$ cat src/rtl/seven_segment_pkg.sv
// Shared types and constants for the seven-segment scanner and its slot timer.
package seven_segment_pkg;
  localparam int NR_OF_DIGITS = 4;
  localparam int DIGIT_W      = $clog2(NR_OF_DIGITS);
  localparam int SEG_DP_BIT   = 7;

  typedef enum logic [1:0] {IDLE, BLANK, DRIVE, DARK} state_e;
endpackage

$ cat src/rtl/seven_segment_slot_timer.sv
// Slot/phase/digit counters for the scanner; held at zero while not running.
module seven_segment_slot_timer
  import seven_segment_pkg::*;
#(
  parameter int DIGIT_CYCLES = 50000,
  parameter int BLANK_CYCLES = 500
) (
  input  logic               clock,
  input  logic               reset,
  input  logic               run_i,
  output logic               slotStart_o,
  output logic               slotLast_o,
  output logic               frameWrap_o,
  output logic               blankLast_o,
  output logic               phaseLast_o,
  output logic [3:0]         phase_o,
  output logic [DIGIT_W-1:0] digit_o
);
  localparam int PHASE_CYCLES = DIGIT_CYCLES / 16;
  localparam int SW = $clog2(DIGIT_CYCLES);
  localparam int PW = $clog2(PHASE_CYCLES);
  localparam logic [SW-1:0] SLOT_LAST  = SW'(DIGIT_CYCLES - 1);
  localparam logic [SW-1:0] BLANK_LAST = SW'(BLANK_CYCLES - 1);
  localparam logic [PW-1:0] PHASE_LAST = PW'(PHASE_CYCLES - 1);

  logic [SW-1:0]      slotCnt_q, slotCnt_d;
  logic [PW-1:0]      phaseCnt_q, phaseCnt_d;
  logic [3:0]         phase_q, phase_d;
  logic [DIGIT_W-1:0] digit_q, digit_d;

  // Lookahead flags: each is true in the last cycle before the event edge.
  assign slotStart_o = (slotCnt_q == '0);
  assign slotLast_o  = (slotCnt_q == SLOT_LAST);
  assign blankLast_o = (slotCnt_q == BLANK_LAST);
  assign phaseLast_o = (phaseCnt_q == PHASE_LAST);
  assign frameWrap_o = slotLast_o && (digit_q == DIGIT_W'(NR_OF_DIGITS - 1));
  assign phase_o     = phase_q;
  assign digit_o     = digit_q;

  always_comb begin
    slotCnt_d  = '0;
    phaseCnt_d = '0;
    phase_d    = '0;
    digit_d    = '0;
    if (run_i) begin
      slotCnt_d  = slotLast_o ? '0 : slotCnt_q + 1'b1;
      phaseCnt_d = (slotLast_o || phaseLast_o) ? '0 : phaseCnt_q + 1'b1;
      phase_d    = slotLast_o ? 4'd0 : (phaseLast_o ? phase_q + 4'd1 : phase_q);
      digit_d    = slotLast_o ? digit_q + 1'b1 : digit_q;
    end
  end

  always_ff @(posedge clock or posedge reset) begin
    if (reset) begin
      slotCnt_q  <= '0;
      phaseCnt_q <= '0;
      phase_q    <= '0;
      digit_q    <= '0;
    end else begin
      slotCnt_q  <= slotCnt_d;
      phaseCnt_q <= phaseCnt_d;
      phase_q    <= phase_d;
      digit_q    <= digit_d;
    end
  end
endmodule

$ cat src/rtl/seven_segment_scanner.sv
// Time-multiplexes four segment bytes onto one bus with blanking, PWM and
// a per-frame snapshot so a frame never mixes old and new digit values.
module seven_segment_scanner
  import seven_segment_pkg::*;
#(
  parameter int DIGIT_CYCLES = 50000,
  parameter int BLANK_CYCLES = 500,
  parameter bit ACTIVE_LOW   = 1'b0
) (
  input  logic        clock,
  input  logic        reset,
  input  logic [31:0] segmentValues,
  input  logic        enable,
  input  logic [3:0]  brightness,
  output logic [3:0]  digitSelect,
  output logic [7:0]  segments,
  output logic        frameStart
);
  localparam logic [3:0] SEL_OFF = ACTIVE_LOW ? 4'hF : 4'h0;
  localparam logic [7:0] SEG_OFF = ACTIVE_LOW ? 8'hFF : 8'h00;

  state_e             state_q, state_d;
  logic [31:0]        shadow_q;
  logic [3:0]         dutyLatched_q;
  logic               loadSnap, slotEntry, run;
  logic               slotStart, slotLast, frameWrap, blankLast, phaseLast;
  logic [3:0]         phase;
  logic [DIGIT_W-1:0] digit;
  logic [3:0]         selDrv;
  logic [7:0]         segDrv;

  assign run = enable && (state_q != IDLE);

  seven_segment_slot_timer #(
    .DIGIT_CYCLES(DIGIT_CYCLES),
    .BLANK_CYCLES(BLANK_CYCLES)
  ) u_timer (
    .clock       (clock),
    .reset       (reset),
    .run_i       (run),
    .slotStart_o (slotStart),
    .slotLast_o  (slotLast),
    .frameWrap_o (frameWrap),
    .blankLast_o (blankLast),
    .phaseLast_o (phaseLast),
    .phase_o     (phase),
    .digit_o     (digit)
  );

  // Dropping enable beats everything, including a simultaneous frame wrap.
  always_comb begin
    state_d   = state_q;
    loadSnap  = 1'b0;
    slotEntry = 1'b0;
    if (!enable) begin
      state_d = IDLE;
    end else if (state_q == IDLE) begin
      state_d   = BLANK;
      loadSnap  = 1'b1;
      slotEntry = 1'b1;
    end else if (slotLast) begin
      state_d   = BLANK;
      loadSnap  = frameWrap;
      slotEntry = 1'b1;
    end else if (state_q == BLANK && blankLast) begin
      state_d = DRIVE;
    end else if (state_q == DRIVE && phaseLast && phase == dutyLatched_q) begin
      state_d = DARK;
    end
  end

  always_ff @(posedge clock or posedge reset) begin
    if (reset) begin
      state_q       <= IDLE;
      shadow_q      <= '0;
      dutyLatched_q <= '0;
    end else begin
      state_q <= state_d;
      if (loadSnap)  shadow_q      <= segmentValues;
      if (slotEntry) dutyLatched_q <= brightness;
    end
  end

  always_comb begin
    selDrv = 4'h0;
    segDrv = 8'h00;
    if (state_q == DRIVE) begin
      selDrv = 4'b0001 << digit;
      segDrv = shadow_q[{digit, 3'b000} +: 8];
    end
  end

  always_ff @(posedge clock or posedge reset) begin
    if (reset) begin
      digitSelect <= SEL_OFF;
      segments    <= SEG_OFF;
      frameStart  <= 1'b0;
    end else begin
      digitSelect <= selDrv ^ SEL_OFF;
      segments    <= segDrv ^ SEG_OFF;
      frameStart  <= (state_q == BLANK) && slotStart && (digit == '0);
    end
  end
endmodule

$ cat config.mk
export PLATFORM = sky130hd
export DESIGN_NAME = seven_segment_scanner
export DESIGN_NICKNAME = d
export VERILOG_FILES = /design/src/rtl/seven_segment_pkg.sv /design/src/rtl/seven_segment_slot_timer.sv /design/src/rtl/seven_segment_scanner.sv
export SDC_FILE = /design/constraint.sdc
export NUM_CORES = 1
export LEC_CHECK = 0
export CAP_MARGIN = 10
export CORE_MARGIN = 3
export CORE_UTILIZATION = 45
export CTS_CLUSTER_DIAMETER = 80
export DETAILED_ROUTE_END_ITERATION = 7
export GPL_ROUTABILITY_DRIVEN = 0
export PLACE_DENSITY_LB_ADDON = 0.15
export SYNTH_ARGS = -nofsm -noshare
export SYNTH_HDL_FRONTEND = slang
export SYNTH_SLANG_ARGS = --single-unit
$ cat constraint.sdc
create_clock -name clock -period 2.7 [get_ports clock]
set_input_delay 0.54 -clock clock [delete_from_list [all_inputs] [get_ports clock]]
set_output_delay 0.54 -clock clock [all_outputs]
set_load 0.005 [all_outputs]
; ---- Word level (Yosys, flattened, before mapping)
; Index checks and enable logic that the tools add are counted.
[op_classes]
n_addsub = 4
n_eq_ne = 10
shift = 2
mux = 22
reduce_logical = 12
[op_table]
columns = operator, n
row1 = 16-bit 2-to-1 mux, 2
row2 = 32-bit by 6-bit indexed part select with 8-bit output, 1
row3 = 12-bit 2-to-1 mux, 2
row4 = "16-bit by 1-bit adder with 16-bit output, second input constant", 1
row5 = "16-bit equality test, second input constant", 1
row6 = "16-bit by 9-bit equality test with 1-bit output, second input constant", 1
row7 = 16-bit zero test, 1
row8 = 4-bit 2-to-1 mux, 4
row9 = 2-bit 2-to-1 mux, 7
row10 = "12-bit by 1-bit adder with 12-bit output, second input constant", 1
row11 = "12-bit equality test, second input constant", 1
row12 = 8-bit 2-to-1 mux, 1
row13 = 1-bit logical AND, 7
row14 = 1-bit 2-to-1 mux, 6
row15 = "5-bit by 1-bit != test with 1-bit output, second input constant", 1
row16 = "4-bit by 1-bit adder with 4-bit output, second input constant", 1
row17 = "2-bit equality test, second input constant", 2
row18 = 4-bit equality test, 1
row19 = 2-bit zero test, 2
row20 = "1-bit by 2-bit left shift with 4-bit output, first input constant", 1
row21 = "3-bit by 1-bit != test with 1-bit output, second input constant", 1
row22 = "2-bit by 1-bit adder with 2-bit output, second input constant", 1
row23 = "2-bit by 1-bit equality test with 1-bit output, second input constant", 1
row24 = "2-bit by 1-bit != test with 1-bit output, second input constant", 1
row25 = other kinds (2), 2
[totals]
reg_bits = 85
in_bits = 39

; ---- Longest topological paths before layout
[logic_depth]
ltp_word = 8
mapped_depth = 7
depth_no_buf = 6

; ---- By module
; From an unflattened synthesis, not the netlist that was laid out.
[hier_totals]
hier_cells = 323
hier_area_um2 = 3895.0
[modules_own_cells]
columns = mod, n_inst, cells_per_inst, area_per_inst_um2, seq_area_each_um2
row1 = seven_segment_scanner, 1, 136, 2145.8, 1276.2
row2 = seven_segment_slot_timer, 1, 187, 1749.2, 850.8

; ---- Worst setup path before layout
; No wires, ideal clock.
[synth_timing]
kind = flip-flop to flip-flop
start = register u_timer.slotCnt_q[10]
end = register shadow_q[0]
arrival_time_ps = 1910
required_ps = 2575
path_slack_ps = 665
stages_incl_launch_ff = 7
period_less_slack_ps = 2035
path_cell_list = dfrtp_1 or4_4 and4bb_1 buf_6 a31oi_4 buf_6 mux2_4
[synth_via]
elab_chain_len = 5
[synth_rtl]
columns = item, line
row1 = "start, declared", seven_segment_slot_timer.sv:26  ; logic [SW-1:0] slotCnt_q, slotCnt_d;
row2 = "start signal, assigned", seven_segment_slot_timer.sv:60  ; slotCnt_q <= slotCnt_d;
row3 = 16-bit equality test (*), seven_segment_slot_timer.sv:33  ; assign slotLast_o = (slotCnt_q == SLOT_LAST);
row4 = 1-bit logical AND, seven_segment_slot_timer.sv:36  ; assign frameWrap_o = slotLast_o && (digit_q == DIGIT_W'(NR_OF_DIGITS - 1));
row5 = 1-bit 2-to-1 mux (*), seven_segment_scanner.sv:61  ; end else if (slotLast) begin
row6 = 1-bit 2-to-1 mux (*), seven_segment_scanner.sv:57  ; end else if (state_q == IDLE) begin
row7 = 1-bit 2-to-1 mux (*), seven_segment_scanner.sv:55  ; if (!enable) begin
row8 = "end signal, assigned", seven_segment_scanner.sv:79  ; if (loadSnap) shadow_q <= segmentValues;
row9 = "end, declared", seven_segment_scanner.sv:23  ; logic [31:0] shadow_q;
; Mark *: on every way between the ends. The rest lies on a longest branch, timed or not.
; A chain may end at the register's enable or synchronous reset.

; ---- Worst setup path after layout
[layout_timing]
start = register u_timer.slotCnt_q[10]
end = register shadow_q[10]
; Same word-level chain as after synthesis.

==> metrics <==
first-pass GRT wire length=12.34 mm; EDFF count, synth=0; Final setup viols=0; Avg Inst Size Synth=12.85 µm²; cts hold-fix bufs=0; kind of critical path=flop to flop; vias in the first global route=~2500; Rel. slew slack=0.5151; sequential share of the synthesized area=0.5304; Max Clk Rate=442.7 MHz; Final min period=2.259 ns; peak supply drop=0.2295 mV; met3 global-route usage=0.03614; #FFs+latches synth=85; final net count=a little over 400; Clock Power Share=0.354; IO Pins=52; ys async rst share=1.000; Num CTS Buffers=9; clk slew on worst S/H paths=0.08 ns; slowest stage cell on the critical path=or4_4; Vias/cell=5.071; CTS root buffer=clkbuf_8; worst flop-to-flop path endpoint=shadow_q[10]$_DFFE_PP0P_; starting density of the core=0.4761; Worst R2R Start=u_timer.slotCnt_q[10]$_DFF_PP0_; PostCTS Resize Cnt=0; initial antenna violation count=0; design area=between 4000 and 5000 µm²; P_sw=around 570 µW; prevailing post-synth register cell=dfrtp_1; sequential share of power=0.536; Final Max Slew Viols=0; # diodes=0; critical-path cell list=or4_4, and4bb_1, a31oi_4, buf_12, mux2_4; Pre-antenna DRT Iters=4; GRT overflow=0; Syn Nets=360; Synth Cell Area=about 4000 µm²; latest clock arrival within the worst-skew pair=between 0.3 and 0.4 ns; Hold Path Stages=1; Sw Ratio=0.2161; Placed Cells incl. Taps=approximately 460; post-CTS setup buffer count=0; Hold Path Sink=u_timer.phaseCnt_q[0]$_DFF_PP0_; CTS Buffer Depth=2; post-synthesis cell type count=36; Pwr Total=2.626 mW; DP HPWL=5.038 mm; WHS=just over 0.5 ns; post-route ant nets=0; Worst Max-Slew Pin Slew=0.7247 ns; Core Util, Final=0.5778; Die H=around 100 µm; row cnt=33; share of layout cells above drive strength 1=0.2070; Core Area=around 8400 µm²; busiest grt layer=met2; outcome=finished clean; Worst Hold Class=flop to flop; Final Routed Wirelength=between 7 and 8 mm; Post-DP Area=4656 µm²; Crit. End Element=flop; Hold Startpoint=u_timer.phaseCnt_q[0]$_DFF_PP0_; Avg WL per Cell=between 15 and 20 µm; number of DRC markers in iteration 0=49; maxcap violations=0; P per Cell Area=between 500 and 600 nW/µm²; Cells after Synth=around 310; clock skew=about 0.0090 ns; critical path required time=slightly below 3 ns; Comb power frac=0.110; DRC violations left=0; maximum number of pins on one net before global-route repair=53; CTS sink cnt=85; Yosys warnings=0; P_int=slightly above 2 mW; worst-path fanout max=32; # port buffers=~50; fin cells=477; Tcrit/Tclk final=0.8367; met2 Usage GRT=0.2477; Leak=2.129 nW; final hold violation count=0; FF-to-FF path depth=5; die width=about 100 µm; met1 usage=0.2216; Top delay family on crit path=simple AND/OR/NAND/NOR gates; # H-tree levels=3; CTS tree=built; Buf/Inv on CP=1; TNS Setup=0 ns; CP startpoint kind=flop; Final WS setup=approximately 0.44 ns; RSZ-0062 raised after global routing=no; DR vias=roughly 2400; CP arrival=~2.5 ns; R2R Setup Slk=0.44 ns; Area Growth Syn to Fin=21.37%; Post-Place Worst Slack=approximately 0.46 ns; die footprint=~10000 µm²; Total GRT Usage=0.1575; CP peak stage delay=0.56 ns
Yosys cell counts, types with 5 or more instances:
cell type	number	area, µm²
dfrtp_1	85	2127
nand2_1	5	18.77
nand4_1	7	43.79
mux2_2	6	67.56
nor4_1	7	43.79
nand3_1	10	50.05
mux2_4	30	450.4
mux4_2	8	180.2
clkbuf_1	6	22.52
xor2_1	16	140.1
and2_1	12	75.07
ha_1	9	112.6
inv_1	15	56.30
nor2_1	41	153.9
xnor2_1	16	140.1
how the worst max path moves through the flow:
stage                                    start                       end  slack (ns)  depth (start not counted)
5_1_grt        u_timer.slotCnt_q[10]$_DFF_PP0_  shadow_q[22]$_DFFE_PP0P_        0.35                          5
3_3_place_gp                            enable  shadow_q[30]$_DFFE_PP0P_        0.50                          5
2_1_floorplan  u_timer.slotCnt_q[10]$_DFF_PP0_   shadow_q[0]$_DFFE_PP0P_        0.67                          6
4_1_cts        u_timer.slotCnt_q[10]$_DFF_PP0_  shadow_q[13]$_DFFE_PP0P_        0.44                          5
3_5_place_dp   u_timer.slotCnt_q[10]$_DFF_PP0_  shadow_q[13]$_DFFE_PP0P_        0.46                          5
6_report       u_timer.slotCnt_q[10]$_DFF_PP0_  shadow_q[10]$_DFFE_PP0P_        0.44                          5
worst reg2reg max path, cell delays in order, from the launching register on:
cell	delay [ns]
dfrtp_1	0.43
or4_4	0.56
and4bb_1	0.48
a31oi_4	0.14
buf_12	0.20
mux2_4	0.35
layer usage:
metal / vias to the layer above / share of wire
met2: 37 / 0.47
li1: 1172 / -
met3: 6 / 0.039
met5: - / 0
met4: 0 / 0.010
met1: 1204 / 0.48
kinds of logic after synthesis:
group	count (synthesis)	synth area share
flip-flops	85	0.5304
AND/OR/NAND/NOR	107	0.1454
AO/OA/AOI/OAI	5	0.01248
adder cells (fa/ha/maj)	9	0.02808
multiplexers	46	0.1791
buffers and inverters	28	0.03463
XOR/XNOR	32	0.06989
layout by cell type, fill, tap and decap left out, types with 2 or more instances in the layout:
master,n
or3_2,2
and4_2,2
ha_1,9
nor3_1,4
xnor2_1,16
buf_4,3
nor4_1,7
mux2_2,6
nand4_1,7
clkbuf_8,12
mux2i_1,2
and4_1,4
mux4_2,8
clkdlybuf4s50_1,51
inv_1,14
clkinvlp_4,2
and2_2,3
mux2_4,30
buf_12,3
o21ai_0,2
and2_1,12
xor2_1,16
nor2_1,41
nand2_1,5
nand4b_1,2
nand3_1,10
dfrtp_1,85
sequential cells by signal, indices dropped and copies added (netlist names), 4 cells and up:
register / flops
shadow_q: 32
segments: 8
u_timer.slotCnt_q: 16
u_timer.phase_o: 4
dutyLatched_q: 4
u_timer.phaseCnt_q: 12
digitSelect: 4
power groups by stage:
stage,combinational (mW),clock [mW],sequential (mW)
finish,0.290,0.929,1.41
global route,0.316,1.01,1.42
CTS,0.296,0.956,1.41
detailed placement,0.297,0,1.43
global placement,0.287,0,1.43
floorplan,0.201,0,1.41
area by class of cell:
class	count	area [µm²]
Tap cell	105	131.4
Clock buffer	13	168.9
Clock inverter	3	42.54
Timing Repair Buffer	57	593.1
Sequential cell	85	2127
Inverter	15	60.06
Fill cell	714	3556
Multi-Input combinational cell	199	1744
Note: power is estimated with default switching activity, not from simulation.
